--- src/rtl/wb_pwm_leds.sv ---
// Wishbone-classic LED peripheral: per-channel PWM brightness for green and RGB LEDs with shadowed duty.
// Optional build macro LEDS_FADE_EN: active duty ramps by one step per PWM period instead of jumping.
module wb_pwm_leds #(
    parameter int NUM_GREEN  = 4,
    parameter int NUM_RGB    = 4,
    parameter int PWM_BITS   = 8,
    parameter int PRESCALE   = 64,
    parameter int DATA_WIDTH = 32,
    parameter int ADDR_WIDTH = 8
) (
    input  logic                                     clk_i,
    input  logic                                     rst_ni,
    input  logic                                     cyc_i,
    input  logic                                     stb_i,
    input  logic                                     we_i,
    input  logic [ADDR_WIDTH-1:0]                    adr_i,
    input  logic [DATA_WIDTH-1:0]                    dat_i,
    output logic [DATA_WIDTH-1:0]                    dat_o,
    output logic                                     ack_o,
    output logic [NUM_GREEN-1:0]                     green_leds,
    output logic [((NUM_RGB > 0) ? 3*NUM_RGB : 1)-1:0] rgb_leds
);

    localparam int                  NCH      = NUM_GREEN + 3*NUM_RGB;
    localparam int                  PS_W     = (PRESCALE > 1) ? $clog2(PRESCALE) : 1;
    localparam logic [PS_W-1:0]     PS_LAST  = PS_W'(PRESCALE - 1);
    localparam logic [PWM_BITS-1:0] PMAX     = '1;
    localparam logic [PWM_BITS-1:0] CNT_LAST = PMAX - PWM_BITS'(1);

    logic                  r_ack;
    logic [DATA_WIDTH-1:0] r_dat;
    logic                  r_en;
    logic [PWM_BITS-1:0]   r_duty   [NCH];
    logic [PWM_BITS-1:0]   r_active [NCH];
    logic [PS_W-1:0]       r_presc;
    logic [PWM_BITS-1:0]   r_cnt;

    logic                  w_req;
    logic                  w_wr;
    logic                  w_ctrl_sel;
    logic                  w_tick;
    logic                  w_bound;
    logic                  w_busy;
    logic [NCH-1:0]        w_sel;
    logic [NCH-1:0]        w_out;
    logic [PWM_BITS-1:0]   w_duty_nxt [NCH];
    logic [DATA_WIDTH-1:0] w_rdata;
    logic                  w_unused;

`ifdef LEDS_FADE_EN
    function automatic logic [PWM_BITS-1:0] fade_step(input logic [PWM_BITS-1:0] cur,
                                                      input logic [PWM_BITS-1:0] tgt);
        if (cur < tgt)      return cur + PWM_BITS'(1);
        else if (cur > tgt) return cur - PWM_BITS'(1);
        else                return cur;
    endfunction
`endif

    // A request is sampled once; the registered ack masks it for the following cycle.
    assign w_req      = cyc_i & stb_i & ~r_ack;
    assign w_wr       = w_req & we_i;
    assign w_ctrl_sel = (adr_i == '0);
    assign w_tick     = (r_presc == PS_LAST);
    assign w_bound    = w_tick & (r_cnt == CNT_LAST);
    assign w_unused   = ^dat_i;

    always_comb begin
        w_sel  = '0;
        w_busy = 1'b0;
        for (int k = 0; k < NCH; k++) begin
            w_sel[k]      = (adr_i == ADDR_WIDTH'(k + 1));
            // A write landing on the boundary edge must be seen by the shadow update.
            w_duty_nxt[k] = (w_wr & w_sel[k]) ? dat_i[PWM_BITS-1:0] : r_duty[k];
            w_busy        = w_busy | (r_active[k] != r_duty[k]);
            w_out[k]      = r_en & (r_cnt < r_active[k]);
        end
    end

    always_comb begin
        w_rdata = '0;
        if (w_ctrl_sel) begin
            w_rdata[0] = r_en;
            w_rdata[1] = w_busy;
        end
        for (int k = 0; k < NCH; k++) begin
            if (w_sel[k]) w_rdata[PWM_BITS-1:0] = r_duty[k];
        end
    end

    always_ff @(posedge clk_i or negedge rst_ni) begin
        if (!rst_ni) begin
            r_ack <= 1'b0;
            r_dat <= '0;
            r_en  <= 1'b0;
        end else begin
            r_ack <= w_req;
            r_dat <= (w_req & ~we_i) ? w_rdata : '0;
            if (w_wr & w_ctrl_sel) r_en <= dat_i[0];
        end
    end

    always_ff @(posedge clk_i or negedge rst_ni) begin
        if (!rst_ni) begin
            for (int k = 0; k < NCH; k++) r_duty[k] <= '0;
        end else begin
            for (int k = 0; k < NCH; k++) begin
                if (w_wr & w_sel[k]) r_duty[k] <= dat_i[PWM_BITS-1:0];
            end
        end
    end

    always_ff @(posedge clk_i or negedge rst_ni) begin
        if (!rst_ni) begin
            r_presc <= '0;
            r_cnt   <= '0;
        end else begin
            r_presc <= w_tick ? '0 : r_presc + PS_W'(1);
            if (w_tick) r_cnt <= w_bound ? '0 : r_cnt + PWM_BITS'(1);
        end
    end

    // Shadow registers only move at a period boundary so no period is ever truncated.
    always_ff @(posedge clk_i or negedge rst_ni) begin
        if (!rst_ni) begin
            for (int k = 0; k < NCH; k++) r_active[k] <= '0;
        end else if (w_bound) begin
            for (int k = 0; k < NCH; k++) begin
`ifdef LEDS_FADE_EN
                r_active[k] <= fade_step(r_active[k], w_duty_nxt[k]);
`else
                r_active[k] <= w_duty_nxt[k];
`endif
            end
        end
    end

    assign ack_o      = r_ack;
    assign dat_o      = r_dat;
    assign green_leds = w_out[NUM_GREEN-1:0];

    generate
        if (NUM_RGB > 0) begin : g_rgb
            assign rgb_leds = w_out[NCH-1:NUM_GREEN];
        end else begin : g_no_rgb
            assign rgb_leds = 1'b0;
        end
    endgenerate

endmodule

--- config.mk ---
export PLATFORM = sky130hd
export DESIGN_NAME = wb_pwm_leds
export DESIGN_NICKNAME = d
export VERILOG_FILES = /design/src/rtl/wb_pwm_leds.sv
export SDC_FILE = /design/constraint.sdc
export NUM_CORES = 1
export LEC_CHECK = 0
export ABC_AREA = 0
export CELL_PAD_IN_SITES_DETAIL_PLACEMENT = 1
export CELL_PAD_IN_SITES_GLOBAL_PLACEMENT = 2
export CORE_MARGIN = 1.5
export CORE_UTILIZATION = 37
export DETAILED_ROUTE_END_ITERATION = 6
export GPL_TIMING_DRIVEN = 0
export PLACE_DENSITY_LB_ADDON = 0.1
export SYNTH_ARGS = -nofsm -noshare
export SYNTH_HDL_FRONTEND = slang
export SYNTH_SLANG_ARGS = --single-unit
--- constraint.sdc ---
create_clock -name clk_i -period 2.6 [get_ports clk_i]
set_clock_uncertainty 0.05 [all_clocks]
set_input_delay 0.39 -clock clk_i [delete_from_list [all_inputs] [get_ports clk_i]]
set_output_delay 0.39 -clock clk_i [all_outputs]
set_load 0.02 [all_outputs]
==> summary.md <==
| Metric | Value |
|---|---|
| Crit. Startpoint | r_cnt[1] |
| CTS Sinks | 280 |
| Min Tclk post-route | 3.22 ns |
| Layout cells sized above 1 | 28.2% |
| Dpl cell area | 17500 um^2 |
| Design area | 19600 um^2 |
| Fin. Hold Viols | 0 |
| # port buffers | 43 |
| Power Density | ~500 nW/um^2 |
| Mean post-synth cell area | 10.9 um^2 |
| Most common cell after layout, fill and taps aside | dfrtp_1 |
| Initial Utilization | 37.6% |
| Seq/Total Area, Yosys | 43.3% |
| Clock Path Buffers | 3 |
| Row count | 76 |
| Area growth syn-to-layout | 21.4% |
| Hold crit path type | in -> async |
| DP Wirelength | 45.1 mm |
| Wire length per cell | 28.2 um |
| Initial antenna violation count | 5 |
| Worst flop-to-flop path endpoint | r_active[14] |
| Die Wd | 212 um |
| Final period util | 124% |
| Relative slew slack | between 15 and 20% |
| Antenna Violating Nets Remaining | 0 |
| CP arrival | 2.78 ns |
| Die Y | 212 um |
| Cell Chain, Critical Path | buf_12, ha_4, a21o_1, a21o_1, a21o_1, a21o_1, a2111oi_2, or2_1, buf_6 |
| Worst setup margin | -0.622 ns |
| Required @ worst endpoint | 2.16 ns |
| First-pass GRT wire length | between 90 and 100 mm |
| Area of the multi-input gates | around 9000 um^2 |
| Clk root buf | clkbuf_16 |
| Register area | 7030 um^2 |
| Worst r2r path cells | 10 |
| CP most frequent cell | a21o_1 |
| Gr ovfl total | 0 |
| Cts bufs inserted | 36 |
| Area share of the largest cell type after synthesis | 43.3% |
| FMAX | ~0.31 GHz |
| CTS tree | yes |
| Post-synthesis register bit count | 280 |
| Mapped Area | 16200 um^2 |
| # fillers | 4615 |
| MaxCap Viol Count | 0 |
| Startpoint Class | register |
| Mapped Cells | approximately 1500 |
| Largest net degree at the start of global routing | 97 |
| Nature of the critical path endpoint | output pin |
| IO Pins | 94 |
| Layout Cells excl Fill | 2225 |
| Worst-Margin Slew | 1.24 ns |
| Reg2reg start | r_cnt[1] |
| Routed via count | ~12000 |
| Synth area leaders | dfrtp_1, mux2_2, ha_1, xnor2_1, a21o_1 |
| Crit path max-delay cell type | dfrtp_4 |
| Worst R2R Setup Slack | 0.07 ns |
| Drt drc | 0 |
| Setup violations, final | 16 |
| Initial DRC count | 766 |
| Core ar. | 43100 um^2 |
| Synth area leader | dfrtp_1 |
| Ys async rst share | 100% |
| Placed cells | 2139 |
| First drt pass iteration count | 5 |
| Gr usage total | between 20% and 30% |
| CP Max Fanout | 7 |
| Via density | 5.44 |
| Die ar. | 45000 um^2 |
| Main flop type after synthesis | dfrtp_1 |
| Failing checks | setup timing |
| GP Congestion | around 0.95 |
| Pre-CTS setup slack | -1.79 ns |
| Worst Path Buf+Inv | 2 |
| RSZ-0062 raised after global routing | yes |
| Peak supply drop | 0.420 mV |
| Vias in the first global route | 12800 |
| Post-synth EDFFs | 0 |
| Final Max Tran Viols | 0 |
| Clk pin slew, worst setup/hold paths | 0.06 ns |
| Synth warnings | 0 |
| Netlist cell types | 58 |
| CP max stage delay | roughly 0.56 ns |
| Top Family by Delay on Critical Path | compound AO/OA/AOI/OAI gates |
| Status | finished, violations left |
| Kind of critical path | reg -> out |
| Leak pwr | 8.93 nW |
| Total Wirelength | 62.7 mm |
| Leading cell types in the layout, fill and taps excluded | dfrtp_1, mux2_2, xnor2_1 |
| Nets | 1775 |
| # H-tree levels | 2 |
| Clk Latency, worst-skew pair | 0.55 ns |
cell usage after synthesis (25+ instances only):
| cell | count |
|---|---|
| or2_2 | 25 |
| nand2_1 | 75 |
| mux2_2 | 193 |
| ha_1 | 115 |
| a21o_1 | 64 |
| dfrtp_1 | 280 |
| inv_1 | 117 |
| nor2_1 | 65 |
| o21ai_0 | 56 |
| clkbuf_1 | 37 |
| xnor2_1 | 129 |
| nand2b_1 | 34 |
| nand4_1 | 38 |
| a21oi_1 | 66 |
cells by family after synthesis:
logic type,share of synthesized area [%]
compound gates,9.79
xor+xnor,7.14
fa+ha+maj,8.89
buf+inv,5.44
flops,43.3
mux,15.2
other cells,0.0232
simple gates,10.2
area by class of cell:
type | count | share of cell area, %
multi-input cells | 1036 | 45.6
flip-flops and latches | 280 | 35.8
clock buffers | 57 | 5.55
repair buffers | 69 | 4.16
well taps | 585 | 3.73
plain buffers | 75 | 2.77
inverters | 117 | 2.24
clock inverters | 4 | 0.153
diodes | 2 | 0.0255
where the power goes:
group          total (mW)  switching [mW]  leakage (nW)  internal (mW)
sequential           4.42          0.0360          3.67           4.39
clock                4.87            2.01         0.547           2.87
combinational       0.516           0.362          4.71          0.153
metal layers:
layer  track usage, %  share of wire [%]
met5                0                  0
met4             9.70                3.2
met3             3.43                3.7
met2             47.0                 47
met1             39.1                 46
metrics by stage:
| step | hold slack [ns] | power (mW) | util (%) | setup TNS [ns] |
|---|---|---|---|---|
| global route | 0.380 | 10.1 | 45.6 | -10.17 |
| CTS | 0.349 | 9.91 | 44.9 | -9.50 |
| floorplan | 0.0444 | 4.70 | - | 0 |
| global placement | 0.427 | 4.99 | 40.5 | -3494.24 |
| detailed placement | 0.403 | 5.00 | 40.7 | -220.66 |
| finish | 0.366 | 9.81 | 45.6 | -8.92 |
state kept, by name (all words and copies together), names as in the netlist:
| name | count |
|---|---|
| r_active | 128 |
| r_duty | 128 |
| dat_o | 8 |
| r_cnt | 8 |
| r_presc | 6 |
| ack_o | 1 |
| r_en | 1 |
worst max path at each step:
stage / to / slack [ns] / cells past startpoint
after global routing: rgb_leds[8] / -0.69 / 9
final: rgb_leds[8] / -0.62 / 9
after floorplan: green_leds[2] / 0.01 / 7
after detailed placement: r_active[79] / -1.79 / 10
after global placement: r_active[15] / -11.72 / 1
after CTS: rgb_leds[8] / -0.65 / 9
timing repair:
action	CTS	global route
resized for setup	206	46
hold buffers	1	0
buffers inserted	18	4
hold endpoints to repair	88	0
pin swaps	84	10
setup endpoints to repair	192	102
No activity file was read; power rests on OpenSTA's default activity.
